[src/rtl/morse_sequence_collector.sv]
// Morse sequence collector: packs dot/dash symbols into three 10-bit slots,
// hands the 30-bit word to the translator and waits for its acknowledge.
module morse_sequence_collector #(
  parameter int unsigned ACK_TIMEOUT = 16
) (
  input  logic        clk,
  input  logic        rst_n,
  input  logic        i_symbol_valid,
  input  logic        i_symbol_is_dash,
  input  logic        i_char_end,
  input  logic        i_flush,
  input  logic        i_transmit,
  output logic [29:0] o_sequences,
  output logic        o_storage_sent,
  output logic        o_busy,
  output logic        o_err_overflow,
  output logic        o_err_dropped,
  output logic        o_err_timeout
);

  typedef enum logic [1:0] {StCollect, StSend, StWait} state_e;

  localparam logic [9:0]  SlotNull    = 10'h3FF;
  localparam logic [29:0] SeqNull     = 30'h3FFF_FFFF;
  localparam logic [7:0]  TimeoutLast = 8'(ACK_TIMEOUT - 1);

  state_e      r_state, w_state_d;
  logic [9:0]  r_acc, w_acc_d;
  logic [2:0]  r_sc, w_sc_d;
  logic        r_bad, w_bad_d;
  logic [1:0]  r_ci, w_ci_d;
  logic [29:0] r_seq, w_seq_d;
  logic [7:0]  r_cnt, w_cnt_d;
  logic        r_storage_sent, w_storage_sent_d;
  logic        r_busy, w_busy_d;
  logic        r_err_overflow, w_err_overflow_d;
  logic        r_err_dropped, w_err_dropped_d;
  logic        r_err_timeout, w_err_timeout_d;
  logic        w_commit;
  logic        w_exit;
  logic [9:0]  w_char;

  // Next-state logic: symbol, then commit, then flush within one cycle.
  always_comb begin
    w_state_d        = r_state;
    w_acc_d          = r_acc;
    w_sc_d           = r_sc;
    w_bad_d          = r_bad;
    w_ci_d           = r_ci;
    w_seq_d          = r_seq;
    w_cnt_d          = r_cnt;
    w_err_overflow_d = 1'b0;
    w_err_dropped_d  = 1'b0;
    w_err_timeout_d  = 1'b0;
    w_commit         = 1'b0;
    w_exit           = 1'b0;
    w_char           = SlotNull;

    unique case (r_state)
      StCollect: begin
        if (i_symbol_valid) begin
          if (r_sc < 3'd5) begin
            case (r_sc)
              3'd0:    w_acc_d[9:8] = {1'b0, i_symbol_is_dash};
              3'd1:    w_acc_d[7:6] = {1'b0, i_symbol_is_dash};
              3'd2:    w_acc_d[5:4] = {1'b0, i_symbol_is_dash};
              3'd3:    w_acc_d[3:2] = {1'b0, i_symbol_is_dash};
              default: w_acc_d[1:0] = {1'b0, i_symbol_is_dash};
            endcase
            w_sc_d = r_sc + 3'd1;
          end else if (!r_bad) begin
            // Only the 6th symbol reports; later ones are silently ignored.
            w_bad_d          = 1'b1;
            w_err_overflow_d = 1'b1;
          end
        end

        // A flush commits a pending character implicitly.
        w_commit = (i_char_end || i_flush) && (w_sc_d != 3'd0);
        if (w_commit) begin
          w_char = w_bad_d ? SlotNull : w_acc_d;
          case (r_ci)
            2'd0:    w_seq_d[29:20] = w_char;
            2'd1:    w_seq_d[19:10] = w_char;
            default: w_seq_d[9:0]   = w_char;
          endcase
          w_acc_d = SlotNull;
          w_sc_d  = 3'd0;
          w_bad_d = 1'b0;
          if (r_ci == 2'd2) begin
            w_state_d = StSend;
          end else begin
            w_ci_d = r_ci + 2'd1;
          end
        end

        if (i_flush && (w_ci_d != 2'd0)) begin
          w_state_d = StSend;
        end
      end

      StSend: begin
        w_err_dropped_d = i_symbol_valid || i_char_end || i_flush;
        w_cnt_d         = 8'd0;
        w_state_d       = StWait;
      end

      StWait: begin
        w_err_dropped_d = i_symbol_valid || i_char_end || i_flush;
        if (i_transmit) begin
          w_exit = 1'b1;
        end else if (r_cnt == TimeoutLast) begin
          w_exit          = 1'b1;
          w_err_timeout_d = 1'b1;
        end else begin
          w_cnt_d = r_cnt + 8'd1;
        end
      end

      default: begin
        w_state_d = StCollect;
      end
    endcase

    if (w_exit) begin
      w_state_d = StCollect;
      w_seq_d   = SeqNull;
      w_ci_d    = 2'd0;
      w_acc_d   = SlotNull;
      w_sc_d    = 3'd0;
      w_bad_d   = 1'b0;
      w_cnt_d   = 8'd0;
    end

    // Outputs are registered from the next state so they line up with it.
    w_storage_sent_d = (w_state_d == StSend);
    w_busy_d         = (w_state_d != StCollect);
  end

  // State and output registers with asynchronous reset.
  always_ff @(posedge clk or negedge rst_n) begin
    if (!rst_n) begin
      r_state        <= StCollect;
      r_acc          <= SlotNull;
      r_sc           <= 3'd0;
      r_bad          <= 1'b0;
      r_ci           <= 2'd0;
      r_seq          <= SeqNull;
      r_cnt          <= 8'd0;
      r_storage_sent <= 1'b0;
      r_busy         <= 1'b0;
      r_err_overflow <= 1'b0;
      r_err_dropped  <= 1'b0;
      r_err_timeout  <= 1'b0;
    end else begin
      r_state        <= w_state_d;
      r_acc          <= w_acc_d;
      r_sc           <= w_sc_d;
      r_bad          <= w_bad_d;
      r_ci           <= w_ci_d;
      r_seq          <= w_seq_d;
      r_cnt          <= w_cnt_d;
      r_storage_sent <= w_storage_sent_d;
      r_busy         <= w_busy_d;
      r_err_overflow <= w_err_overflow_d;
      r_err_dropped  <= w_err_dropped_d;
      r_err_timeout  <= w_err_timeout_d;
    end
  end

  assign o_sequences    = r_seq;
  assign o_storage_sent = r_storage_sent;
  assign o_busy         = r_busy;
  assign o_err_overflow = r_err_overflow;
  assign o_err_dropped  = r_err_dropped;
  assign o_err_timeout  = r_err_timeout;

endmodule

[config.mk]
export PLATFORM = sky130hd
export DESIGN_NAME = morse_sequence_collector
export DESIGN_NICKNAME = d
export VERILOG_FILES = /design/src/rtl/morse_sequence_collector.sv
export SDC_FILE = /design/constraint.sdc
export NUM_CORES = 1
export LEC_CHECK = 0
export ABC_AREA = 1
export CAP_MARGIN = 10
export CORE_UTILIZATION = 25
export DETAILED_ROUTE_END_ITERATION = 8
export GPL_TIMING_DRIVEN = 0
export PLACE_DENSITY_LB_ADDON = 0.25
export SYNTH_ARGS = -nofsm -noshare
export SYNTH_HDL_FRONTEND = slang
export SYNTH_SLANG_ARGS = --single-unit
[constraint.sdc]
create_clock -name clk -period 2.5 [get_ports clk]
set_input_delay 0.75 -clock clk [delete_from_list [all_inputs] [get_ports clk]]
set_output_delay 0.75 -clock clk [all_outputs]
set_load 0.01 [all_outputs]
==> flow_summary_export.csv <==
group,metric,value,unit
placement,placed_cells,497,
floorplan,dieArea,12400,um^2
sta,fin_skew,0.00878,ns
placement,placedInstanceArea,3600,um^2
grt,antenna_found_initial,0,
worst_setup_path,r2r_setup_slack,0.41,ns
worst_setup_path,critPathCaptureType,"output port",
cells_and_area,final_core_util,33.5,%
worst_setup_path,timing.rr.end,"r_acc[8]",
run_status,failed_checks,"design-rule violations",
routing,top_layer_used,"met4",
placement,portBuffers,41,
worst_setup_path,critPathRequiredTime,1.75,ns
yosys,netlist.area_leader.share,35.0,%
cells_and_area,nFillCells,1174,
worst_setup_path,path_class,"reg2out",
cells_and_area,drive_gt1_share,28.6,%
sta,hold_ws,0.448,ns
routing,routed_wl,7150,um
clock_tree,cts_tree,"yes",
cells_and_area,final_nets,385,
sta,period_needed,2.17,ns
power,p_leak,1.63,nW
sta,hold_viol_final,0,
power,pwr_density_cell,1250,nW/um^2
sta,rsz0062_at_grt,"false",
yosys,yosysUniqueCellTypes,34,
worst_setup_path,crit_chain,"clkdlybuf4s50_1",
sta,worst_slew_pin_slew,0.656,ns
clock_tree,htreeDepth,3,
worst_setup_path,slowest_delay,0.55,ns
routing,via_per_inst,4.50,
yosys,syn_area,3000,um^2
grt,grt_pass1_wl,12300,um
routing,wire_per_inst,13.9,um
yosys,syn-instance-count,312,
grt,grt_max_degree,36,
yosys,netlist_top_cells_area,"dfstp_2 35%, dfrtp_1 18%, a31oi_1 6.3%, ha_1 5.4%, inv_1 4.4%",
sta,setup_viol,0,
worst_setup_path,cp_num_buf_inv,1,
routing,firstDrtPassIters,9,
floorplan,die_x,112,um
worst_setup_path,rr_startpoint,"r_cnt[0]",
worst_setup_path,cp_max_fo,2,
placement,dp_hpwl,5040,um
routing,dr_wl_met2,3330,um
cells_and_area,syn_to_final_growth,29.2,%
run_status,status,"finished, violations left",
worst_setup_path,r2r_cells,10,
routing,drtIter0Drc,187,
worst_setup_path,slowest_stage,"dfstp_2",
routing,wl_met3,342,um
floorplan,num_rows,39,
clock_tree,cts_num_sinks,61,
clock_tree,insertion_delay,0.33,ns
placement,gp_congestion,0.724,
worst_setup_path,crit_path_start,"o_sequences[20]",
sta,drv_slew,0,
floorplan,fp.dieH,112,um
clock_tree,cts-buffers-inserted,9,
routing,drc_errors,10,
yosys,yosysSeqAreaShare,52.5,%
yosys,avgSynthCellArea,9.62,um^2
clock_tree,root_buffer,"clkbuf_16",
routing,vias,2306,
clock_tree,path_clk_slew,0.06,ns
worst_setup_path,cp-start-kind,"register",
sta,setup_tns,0,ns
hold_path,holdCritPathClass,"in2async",
clock_tree,cts_setup_buffers,0,
cells_and_area,diodes,0,
routing,drt-met1-wl,3420,um
floorplan,coreArea,11600,um^2
cells_and_area,instances_no_fill,513,
floorplan,initial_utilization,25.9,%
sta,fmax,461,MHz
yosys,ys_seq_elements,61,
yosys,ys_warn_count,0,
clock_tree,cts.path.max_buffers,2,
worst_setup_path,cp_data_arrival_time,1.42,ns
floorplan,ios,42,
yosys,syn_nets,332,
sta,fin_crit_sh,86.8,%
power,ir_drop,382,uV
grt,grt.overflow.total,0,
cells_and_area,fin_area,3880,um^2
routing,ant_nets,0,
job,maxCapViolations,0,
sta,relSlewSlack,56.3,%
worst_setup_path,path_delay_family,"flip-flops",
yosys,synth_top_cell_by_area,"dfstp_2",
grt,grt_use_total,12.7,%
grt,grt_pass1_vias,2299,
[cells by family after synthesis]
kind of cell | share of synthesized area (%)
simple gates | 17.8
compound gates | 14.4
flops | 52.5
buf+inv | 7.67
fa+ha+maj | 5.42
xor+xnor | 1.75
mux | 0.334
[placed cells by master (no fill, tap or decap), types with 3 or more instances in the layout]
cell and n:
nand2_2 5, xor2_1 5, a21oi_1 6, inv_1 35, o21ai_0 7, nor2_2 21, o21ai_1 10, dfstp_2 40
ha_1 13, o22ai_1 5, a31oi_1 30, nand2_1 30, nand3_1 18, nor3_1 3, clkbuf_1 6, dfrtp_1 21
inv_2 7, clkbuf_16 9, buf_2 5, clkdlybuf4s50_1 39, o21ai_2 3, nor2_1 25, clkinv_2 3
[final cells by class]
class                   instances  area, um^2  area share, %
clock inverters                 4        23.8          0.613
well taps                     143         179           4.61
inverters                      42         158           4.07
multi-input cells             197        1190           30.8
clock buffers                  12         246           6.36
flip-flops and latches         61        1580           40.7
plain buffers                  12        72.6           1.87
repair buffers                 42         428           11.0
[layer usage]
metal  vias up  global-route usage [%]
li1       1159                       -
met1      1081                    16.8
met2        60                    20.1
met3         6                    3.27
met4         0                    4.59
met5         -                       0
[cell usage after synthesis]
library cell	count
nor4_1	1
dfrtp_1	21
inv_1	35
nand3b_1	2
nor2_4	2
buf_6	2
nor2_1	25
a21oi_1	6
mux2i_1	1
nor2_2	21
nand2_1	30
nand2_2	5
o21ai_1	10
a21oi_2	2
a31oi_1	30
xor2_1	5
a32o_1	1
dfstp_2	40
nand4_1	1
o211ai_1	2
xnor2_1	1
nand2_4	1
o21ai_2	3
clkbuf_1	4
nand3_1	18
o22ai_1	5
buf_4	2
inv_2	7
buf_2	4
o32ai_1	1
ha_1	13
nor3_1	3
a31oi_4	1
o21ai_0	7
[flip-flops by register name, indices dropped and copies added, names as in the netlist]
register	count
o_sequences	30
r_bad	1
o_storage_sent	1
r_ci	2
r_state	2
r_acc	10
o_err_timeout	1
r_sc	3
o_err_overflow	1
o_err_dropped	1
o_busy	1
r_cnt	8
[stage by stage]
| step | power, mW | setup WS [ns] |
|---|---|---|
| final | 4.86 | 0.330 |
| after global routing | 5.21 | 0.134 |
| after CTS | 4.91 | 0.121 |
| after detailed placement | 3.75 | -0.216 |
| after global placement | 3.73 | -1.34 |
| after floorplan | 2.96 | 0.626 |
[how the worst max path moves through the flow]
| stage | slack [ns] | endpoint | cells after the start |
|---|---|---|---|
| 2_1_floorplan | 0.63 | o_sequences[10] | 11 |
| 3_3_place_gp | -1.34 | r_cnt[0] | 1 |
| 3_5_place_dp | -0.22 | o_storage_sent | 18 |
| 4_1_cts | 0.12 | o_storage_sent | 18 |
| 5_1_grt | 0.13 | r_acc[5] | 10 |
| 6_report | 0.33 | o_sequences[20] | 1 |
[power by group]
part / internal [mW] / switching [mW]
combinational: 0.829 / 1.27
clock: 0.694 / 0.442
sequential: 1.43 / 0.197
total: 2.95 / 1.91
[repair_timing]
action                                  in CTS  in global routing
resized for setup                            0                  1
endpoints found under the setup margin       0                  5
hold buffers                                 0                  0
(Power assumes the default switching activity.)
